`config.mk`:
```
export PLATFORM = sky130hd
export DESIGN_NAME = serial_word_loader
export DESIGN_NICKNAME = d
export VERILOG_FILES = /design/src/rtl/serial_word_loader_pkg.sv /design/src/rtl/serial_word_loader.sv
export SDC_FILE = /design/constraint.sdc
export NUM_CORES = 1
export LEC_CHECK = 0
export ABC_AREA = 1
export CORE_AREA = 2 2 46 48
export DETAILED_ROUTE_END_ITERATION = 10
export DIE_AREA = 0 0 48 50
export PLACE_DENSITY_LB_ADDON = 0.08
export SYNTH_ARGS = -nofsm -noshare
export SYNTH_HDL_FRONTEND = slang
export SYNTH_SLANG_ARGS = --single-unit
```
`constraint.sdc`:
```
create_clock -name clk -period 1.1 [get_ports clk]
set_input_delay 0.11 -clock clk [delete_from_list [all_inputs] [get_ports clk]]
set_output_delay 0.11 -clock clk [all_outputs]
set_load 0.1 [all_outputs]
```
`src/rtl/serial_word_loader_pkg.sv`:
```
// Shared definitions for the serial word loader and the load-enabled register it feeds.
package serial_word_loader_pkg;

   localparam int WORD_W = 4;

   // 2'd3 is never entered and is treated as IDLE by the decoder
   typedef enum logic [1:0] {
      ST_IDLE = 2'd0,
      ST_DATA = 2'd1,
      ST_STOP = 2'd2
   } state_t;

endpackage

```
`src/rtl/serial_word_loader.sv`:
```
// Purpose: deserialises start/WIDTH data (LSB first)/stop frames into a word for the downstream register.
// Latency: d and load update on the stop-bit sampling edge; frame_err pulses on that same edge.
// Backpressure: none; bit_en paces the line and any gap length between bits is held indefinitely.
module serial_word_loader
   import serial_word_loader_pkg::*;
#(
   parameter int WIDTH = WORD_W,
   parameter int CNT_W = 2
) (
   input  logic             clk,
   input  logic             rst_n,
   input  logic             bit_en,
   input  logic             rx,
   input  logic             clear,
   output logic [WIDTH-1:0] d,
   output logic             load,
   output logic             frame_err,
   output logic             busy
);

   state_t             state;
   state_t             state_nxt;
   logic [CNT_W-1:0]   cnt;
   logic [WIDTH-1:0]   sreg;
   logic               in_idle;
   logic               in_data;
   logic               in_stop;
   logic               load_nxt;
   logic               err_nxt;

   assign in_data = (state == ST_DATA);
   assign in_stop = (state == ST_STOP);
   assign in_idle = !in_data && !in_stop;
   assign busy    = !in_idle;

   always_ff @(posedge clk or negedge rst_n) begin
      if (!rst_n) begin
         state <= ST_IDLE;
      end else begin
         state <= state_nxt;
      end
   end

   always_comb begin
      state_nxt = state;
      load_nxt  = 1'b0;
      err_nxt   = 1'b0;
      if (clear) begin
         state_nxt = ST_IDLE;
      end else if (bit_en) begin
         case (state)
            ST_DATA: begin
               if (cnt == CNT_W'(WIDTH - 1)) begin
                  state_nxt = ST_STOP;
               end
            end
            // stop edge never doubles as a start edge
            ST_STOP: begin
               state_nxt = ST_IDLE;
               load_nxt  = rx;
               err_nxt   = !rx;
            end
            default: begin
               state_nxt = rx ? ST_IDLE : ST_DATA;
            end
         endcase
      end
   end

   always_ff @(posedge clk or negedge rst_n) begin
      if (!rst_n) begin
         cnt       <= '0;
         sreg      <= '0;
         d         <= '0;
         load      <= 1'b0;
         frame_err <= 1'b0;
      end else begin
         load      <= load_nxt;
         frame_err <= err_nxt;
         if (load_nxt) begin
            d <= sreg;
         end
         if (clear) begin
            cnt <= '0;
         end else if (bit_en) begin
            if (in_idle && !rx) begin
               cnt <= '0;
            end else if (in_data) begin
               sreg[cnt] <= rx;
               cnt       <= cnt + CNT_W'(1);
            end
         end
      end
   end

endmodule
```
==> results of run 1 <==
[through the flow]
| step | hold WS, ps | area (um^2) | TNS, ps |
|---|---|---|---|
| final | 109 | 1140 | -1870 |
| after global routing | 125 | 1140 | -2590 |
| after CTS | 123 | 1100 | -1860 |
| after detailed placement | 436 | 996 | -2170 |
| after global placement | 442 | 996 | -2030 |
| after floorplan | -186 | 757 | -580 |
[layout by cell type, fill, tap and decap left out]
master            n
clkbuf_4          3
nor2_4            2
nand4_1           4
nand3_2           5
or2_1             1
ha_1              4
ha_4              2
inv_2             3
buf_12            7
nand3_1           2
nand2_1          20
nor3_1            1
nand4_4           1
nand2_8           1
buf_4             8
clkinvlp_4        1
o21ai_0           1
clkdlybuf4s50_1   4
dfrtp_2           4
nor2_1            1
nand2_2          10
o21ai_1           3
inv_4             3
dfrtp_1          10
inv_1             4
clkbuf_8          1
[power groups by stage]
stage,Sequential [mW],Combinational [mW],Clock [mW]
floorplan,0.591,0.166,0
global placement,0.598,0.249,0
detailed placement,0.599,0.252,0
CTS,0.587,0.291,0.389
global route,0.598,0.330,0.428
finish,0.591,0.299,0.391
[final timing paths]
| check | start | endpoint | slack, ps | depth (start not counted) |
|---|---|---|---|---|
| min in group clk | sreg[2] | sreg[2] | 500 | 2 |
| worst min-delay path | rst_n | state[0] | 110 | 2 |
| worst min register to register | sreg[2] | sreg[2] | 500 | 2 |
| worst max register to register | state[0] | sreg[2] | -240 | 8 |
| max in group asynchronous | rst_n | d[1] | 790 | 2 |
| worst max-delay path | state[1] | busy | -290 | 3 |
[per-layer routing]
metal | GRT usage (%) | up-vias | routed length (um)
li1 | - | 313 | -
met1 | 21.1 | 287 | 719
met2 | 25.3 | 10 | 780
met3 | 3.30 | 5 | 59
met4 | 8.11 | 0 | 36
met5 | 0 | - | 0
[logic make-up after synthesis]
| family | Yosys count | share of synthesized area (%) |
|---|---|---|
| flip-flops | 14 | 48.6 |
| adder cells (fa/ha/maj) | 6 | 10.4 |
| AND/OR/NAND/NOR | 48 | 31.4 |
| buffers and inverters | 12 | 6.77 |
| AO/OA/AOI/OAI | 4 | 2.78 |
[state kept, by name, indices dropped and copies added (netlist names)]
name / flops
load: 1
d: 4
cnt: 2
frame_err: 1
sreg: 4
state: 2
[repair_timing]
action,in CTS,in global routing
cloned,0,0
pin swaps,11,7
resized for setup,8,11
hold endpoints to repair,0,0
setup endpoints to repair,13,13
setup buffers,4,0
[worst max-delay path, cell delays in order (launching register included)]
cell and delay, ps:
dfrtp_1 420, ha_4 290, clkinvlp_4 100, buf_12 170
[final cells by class]
cell class,count,share of cell area (%)
clock buffer,4,3.18
multi-input combinational,58,37.0
sequential,14,31.2
timing repair buffer,19,21.1
inverter,11,4.61
tap,27,2.96
==> summary.txt, run 1 <==
Power and ir drop
  • Design Power: approximately 1.3 mW
  • Combinational group share of total power: a little under a quarter
  • Reg power frac: between 40% and 50%
  • Leakage power total: roughly 0.51 nW
  • Sw frac: ~31%
  • Clock power frac: a little under a third
  • Peak VDD IR: 0.000612 V
  • Pwr Density: about 1100 mW/mm^2
  • NetSw: between 0.4 and 0.5 mW
  • Pint: 0.880 mW

Logic synthesis
  • Synthesized area per cell: approximately 8.6 um^2
  • Synth top area share: 48.6%
  • Post-synth top area cell: dfrtp_1
  • FFs w/ async S/R, synth: 100%
  • Cell Area, Synth: a little over 700 um^2
  • Sequential element share of the synthesized area: between 40% and 50%
  • Most frequent cell after synthesis: nand2_1
  • Library cells used by synthesis: 16
  • Synth top cells by count: nand2_1 (30), dfrtp_1 (14), inv_1 (8)
  • Synth Instances: between 80 and 90
  • #FFs+latches synth: 14
  • Top FF cell, synth: dfrtp_1
  • Synth top area cells: dfrtp_1 (49%), nand2_1 (16%), ha_1 (10%)
  • Warning count from the yosys run: 0
  • Syn nets: 95
  • Count of flip-flops with a built-in enable after synthesis: 0

Global routing
  • Remaining global-route overflow: 0
  • Tot GR Track Use: around 16%
  • Vias in the first global route: roughly 600
  • Initial antenna violation count: 0
  • Largest net degree at the start of global routing: 15
  • First-pass GRT wire length: between 2000 and 3000 um

Clock network
  • CTS tree: done
  • Clock Tree Root: clkbuf_4
  • Cts hold-fix bufs: 0
  • Clk buf depth: 2
  • Cts bufs inserted: 3
  • CTS clock-pin slew for the worst setup and hold paths: about 100 ps
  • Clock sink count: 14
  • Htree depth: 1
  • Clk_lat worst skew: roughly 290 ps

Die
  • Chip height: about 50 um
  • Starting Density: a little under two fifths
  • Full die area: between 0.002 and 0.0025 mm^2
  • Site row count: 16
  • DIE WIDTH: about 48 um
  • Placeable Area: approximately 0.0019 mm^2
  • Io pins: 12

Setup path
  • CP max FO: 2
  • CP Launch Type: flip-flop
  • Crit. End Element: primary output
  • Crit path DAT: 1280 ps
  • Setup Crit Path Kind: flip-flop to primary output
  • CP required: a little under 1000 ps

STA
  • RSZ-0062 raised after global routing: true
  • Worst Tran Pin Value: about 360 ps
  • Setup violators final: 9
  • Hold Vio Cnt, Final: 0
  • Tcrit/Tclk final: 126%
  • Final setup margin: -288 ps
  • Fmax: a little over 700 MHz
  • Worst slew margin: about three quarters
  • Final min period: between 1000 and 1500 ps
  • Slew Limit Fails: 0
  • Layout Skew: a little under 9 ps

Cells and area
  • Layout cell share with drive strength beyond 1: between 40 and 50%
  • Fin nets: 118
  • FF/Latch Area: around 360 um^2
  • Core Util, Final: ~60%
  • Layout overhead on the synthesized area: 58.2%
  • Fillers: ~180
  • Ant diodes: 0
  • Final cell count without fillers: approximately 130
  • Area of the multi-input gates: 422 um^2

Flow run
  • Total of max-cap violations: 0

Placed design
  • Placed Instances: between 100 and 150
  • Placer Congestion: ~0.76
  • Pre-CTS setup slack: -224 ps
  • DP HPWL: roughly 1100 um
  • PortBufs: 11

Hold path
  • Hold WC Path Type: primary input to async pin

Routing
  • WL/cell: between 10 and 15 um
  • WL final: 1600 um
  • DRC viols: 0
  • Router iterations before antenna repair: 2
  • Initial detailed-routing violation count: 4
  • Remaining antenna violation count: 0
  • Vias per cell: 4.62
  • Via count: slightly above 600

Status
  • Status: finished with violations
  • Violated checks: setup timing
(Power assumes the default switching activity.)
==> run 2: changes to the inputs <==
--- a/config.mk
+++ b/config.mk
@@ -10,6 +10,7 @@
 export DETAILED_ROUTE_END_ITERATION = 10
 export DIE_AREA = 0 0 48 50
 export PLACE_DENSITY_LB_ADDON = 0.08
+export SLEW_MARGIN = 30
 export SYNTH_ARGS = -nofsm -noshare
 export SYNTH_HDL_FRONTEND = slang
 export SYNTH_SLANG_ARGS = --single-unit
==> constraint.sdc (replaced) <==
create_clock -name clk -period 1.4 [get_ports clk]
set_input_delay 0.14 -clock clk [delete_from_list [all_inputs] [get_ports clk]]
set_output_delay 0.14 -clock clk [all_outputs]
set_load 0.1 [all_outputs]
==> run 2 against run 1 <==
Compared with the run above: the run still ends with setup timing left; critical endpoint unchanged; sequential power down 22%; largest power group unchanged; cell count down 1.5%; non-clock buffer count down 2; worst setup slack better by 260 ps; register-to-register slack better by 330 ps.
==> summary.txt, run 2 (same netlist as run 1, synthesis figures left out) <==
Routing
  • Via count: 597 (-2.9%)
  • Vias per cell: 4.56 (-1.4%)
  • WL final: 1420 um (-11%)
  • Initial detailed-routing violation count: 14 (+10)
  • Router iterations before antenna repair: 4 (+2)
  • DRC viols: 0 (unchanged)
  • WL/cell: 10.8 um (-9.7%)
  • Remaining antenna violation count: 0 (unchanged)

Cells and area
  • Final cell count without fillers: 131 (-1.5%)
  • Fin nets: 116 (-1.7%)
  • Ant diodes: 0 (unchanged)
  • Most frequent cells in the layout: nand2_1 (29), dfrtp_1 (14), inv_1 (7), nand3_1 (7), buf_12 (7)
  • Fillers: 164 (-11%)
  • Area of the multi-input gates: 347 um^2 (-18%)
  • Final instance area: 0.00104 mm^2 (-8.8%)
  • Layout overhead on the synthesized area: 44.3%
  • Most common cell after layout, fill and taps aside: nand2_1
  • Top flop regs: d: 4 flops, sreg: 4 flops
  • FF/Latch Area: 350 um^2 (-1.4%)
  • Layout cell share with drive strength beyond 1: 26.9% (-21 points)

Setup path
  • Setup Crit Path Kind: flip-flop to primary output
  • CP max FO: 3 (+1)
  • CP required: 1260 ps (+270 ps)
  • Crit. End Element: primary output
  • Crit. Startpoint: state[1]
  • Critical R2R Launch: state[1]
  • CP Launch Type: flip-flop
  • Crit path DAT: 1290 ps (about the same)

STA
  • Final min period: 1430 ps
  • Setup violators final: 1 (-8)
  • Hold Vio Cnt, Final: 0 (unchanged)
  • Layout Skew: 3.37 ps (-5.56 ps)
  • Worst slew margin: 83.9% (+8.2 points)
  • Tcrit/Tclk final: 102%
  • Slew Limit Fails: 0 (unchanged)
  • Fmax: between 600 and 700 MHz
  • Worst Tran Pin Value: 241 ps (-123 ps)
  • Final setup margin: -30.5 ps (+257 ps)
  • RSZ-0062 raised after global routing: true
  • Final setup TNS: -30.5 ps (+1840 ps)

Placed design
  • Placer Congestion: 0.874 (+16%)
  • DP HPWL: 1100 um (-3.2%)
  • Pre-CTS setup slack: 51.2 ps (+275 ps)
  • Dpl cell area: 968 um^2 (-2.8%)
  • PortBufs: 11 (unchanged)
  • Placed Instances: 124 (-0.80%)

Clock network
  • Clk buf depth: 2 (unchanged)
  • Clk_lat worst skew: 280 ps (about the same)
  • Htree depth: 1 (unchanged)
  • Cts hold-fix bufs: 0 (unchanged)
  • Clock Tree Root: clkbuf_4
  • CTS tree: done
  • CTS clock-pin slew for the worst setup and hold paths: 90 ps (about the same)
  • Clock sink count: 14 (unchanged)
  • Cts bufs inserted: 3 (unchanged)

Global routing
  • Initial antenna violation count: 0 (unchanged)
  • Vias in the first global route: 583 (-1.5%)
  • First-pass GRT wire length: 2420 um (-11%)
  • Largest net degree at the start of global routing: 15 (unchanged)
  • Remaining global-route overflow: 0 (unchanged)
  • Tot GR Track Use: 13.8% (-2.7 points)

Power and ir drop
  • Peak VDD IR: 0.000551 V (-10%)
  • Leakage power total: 0.503 nW (-2.3%)
  • Pwr Density: 928 mW/mm^2 (-17%)

Die
  • Full die area: 0.00240 mm^2 (unchanged)
  • Placeable Area: 0.00190 mm^2 (unchanged)
  • Starting Density: 37.9% (unchanged)
  • Site row count: 16 (unchanged)
  • Io pins: 12 (unchanged)
  • Chip height: 50 um (unchanged)
  • DIE WIDTH: 48 um (unchanged)

Status
  • Violated checks: setup timing
  • Status: finished with violations

Flow run
  • Total of max-cap violations: 0 (unchanged)

Hold path
  • Hold WC Path Type: primary input to async pin
run 2: cell types whose count changed in the layout (fill, tap and decap cells not counted), sizes merged:
| cell | previous run | this run |
|---|---|---|
| buf | 15 | 13 |
run 2: metal layers:
layer	part of all wire, %	wire (um)	global-route usage (%)
met5	0	0	0
met4	1.8	26	4.05
met3	3.4	48	3.30
met2	46	649	20.7
met1	49	693	19.3
run 2: area by class of cell:
type                            instances  area share, %
Multi-Input combinational cell         58           33.3
Inverter                               11           4.57
Tap cell                               27           3.25
Timing Repair Buffer                   17           21.7
Sequential cell                        14           33.7
Clock buffer                            4           3.49
run 2: repair_timing:
action,CTS,global route
pin swaps,1,2
buffers inserted,2,1
endpoints found under the hold margin,0,0
resized for setup,0,6
endpoints found under the setup margin,1,7
run 2: final timing paths:
| check | cells after the start | slack, ps | end |
|---|---|---|---|
| worst min-delay path | 2 | 160 | state[0] |
| max in group asynchronous | 2 | 1070 | sreg[1] |
| worst max-delay path | 3 | -30 | busy |
| min in group clk | 2 | 480 | sreg[3] |
| worst max register to register | 7 | 90 | sreg[0] |
| worst min register to register | 2 | 480 | sreg[3] |
run 2: worst max-delay path, stage by stage, from the launching register on:
cell,delay [ps]
dfrtp_1,430
ha_4,300
clkinvlp_4,100
buf_12,170
run 2: power by group:
group | internal (mW) | switching (mW)
clock network | 0.158 | 0.139
logic | 0.0853 | 0.124
registers | 0.437 | 0.0219
total | 0.680 | 0.285
run 2: per-stage QoR:
| step | hold slack [ps] | utilization [%] | total power [mW] |
|---|---|---|---|
| 2_1_floorplan | -156 | - | 0.586 |
| 5_1_grt | 172 | 54.7 | 1.02 |
| 3_3_place_gp | 459 | 50.9 | 0.654 |
| 4_1_cts | 168 | 53.6 | 0.959 |
| 3_5_place_dp | 461 | 50.9 | 0.657 |
| 6_report | 160 | 54.7 | 0.965 |
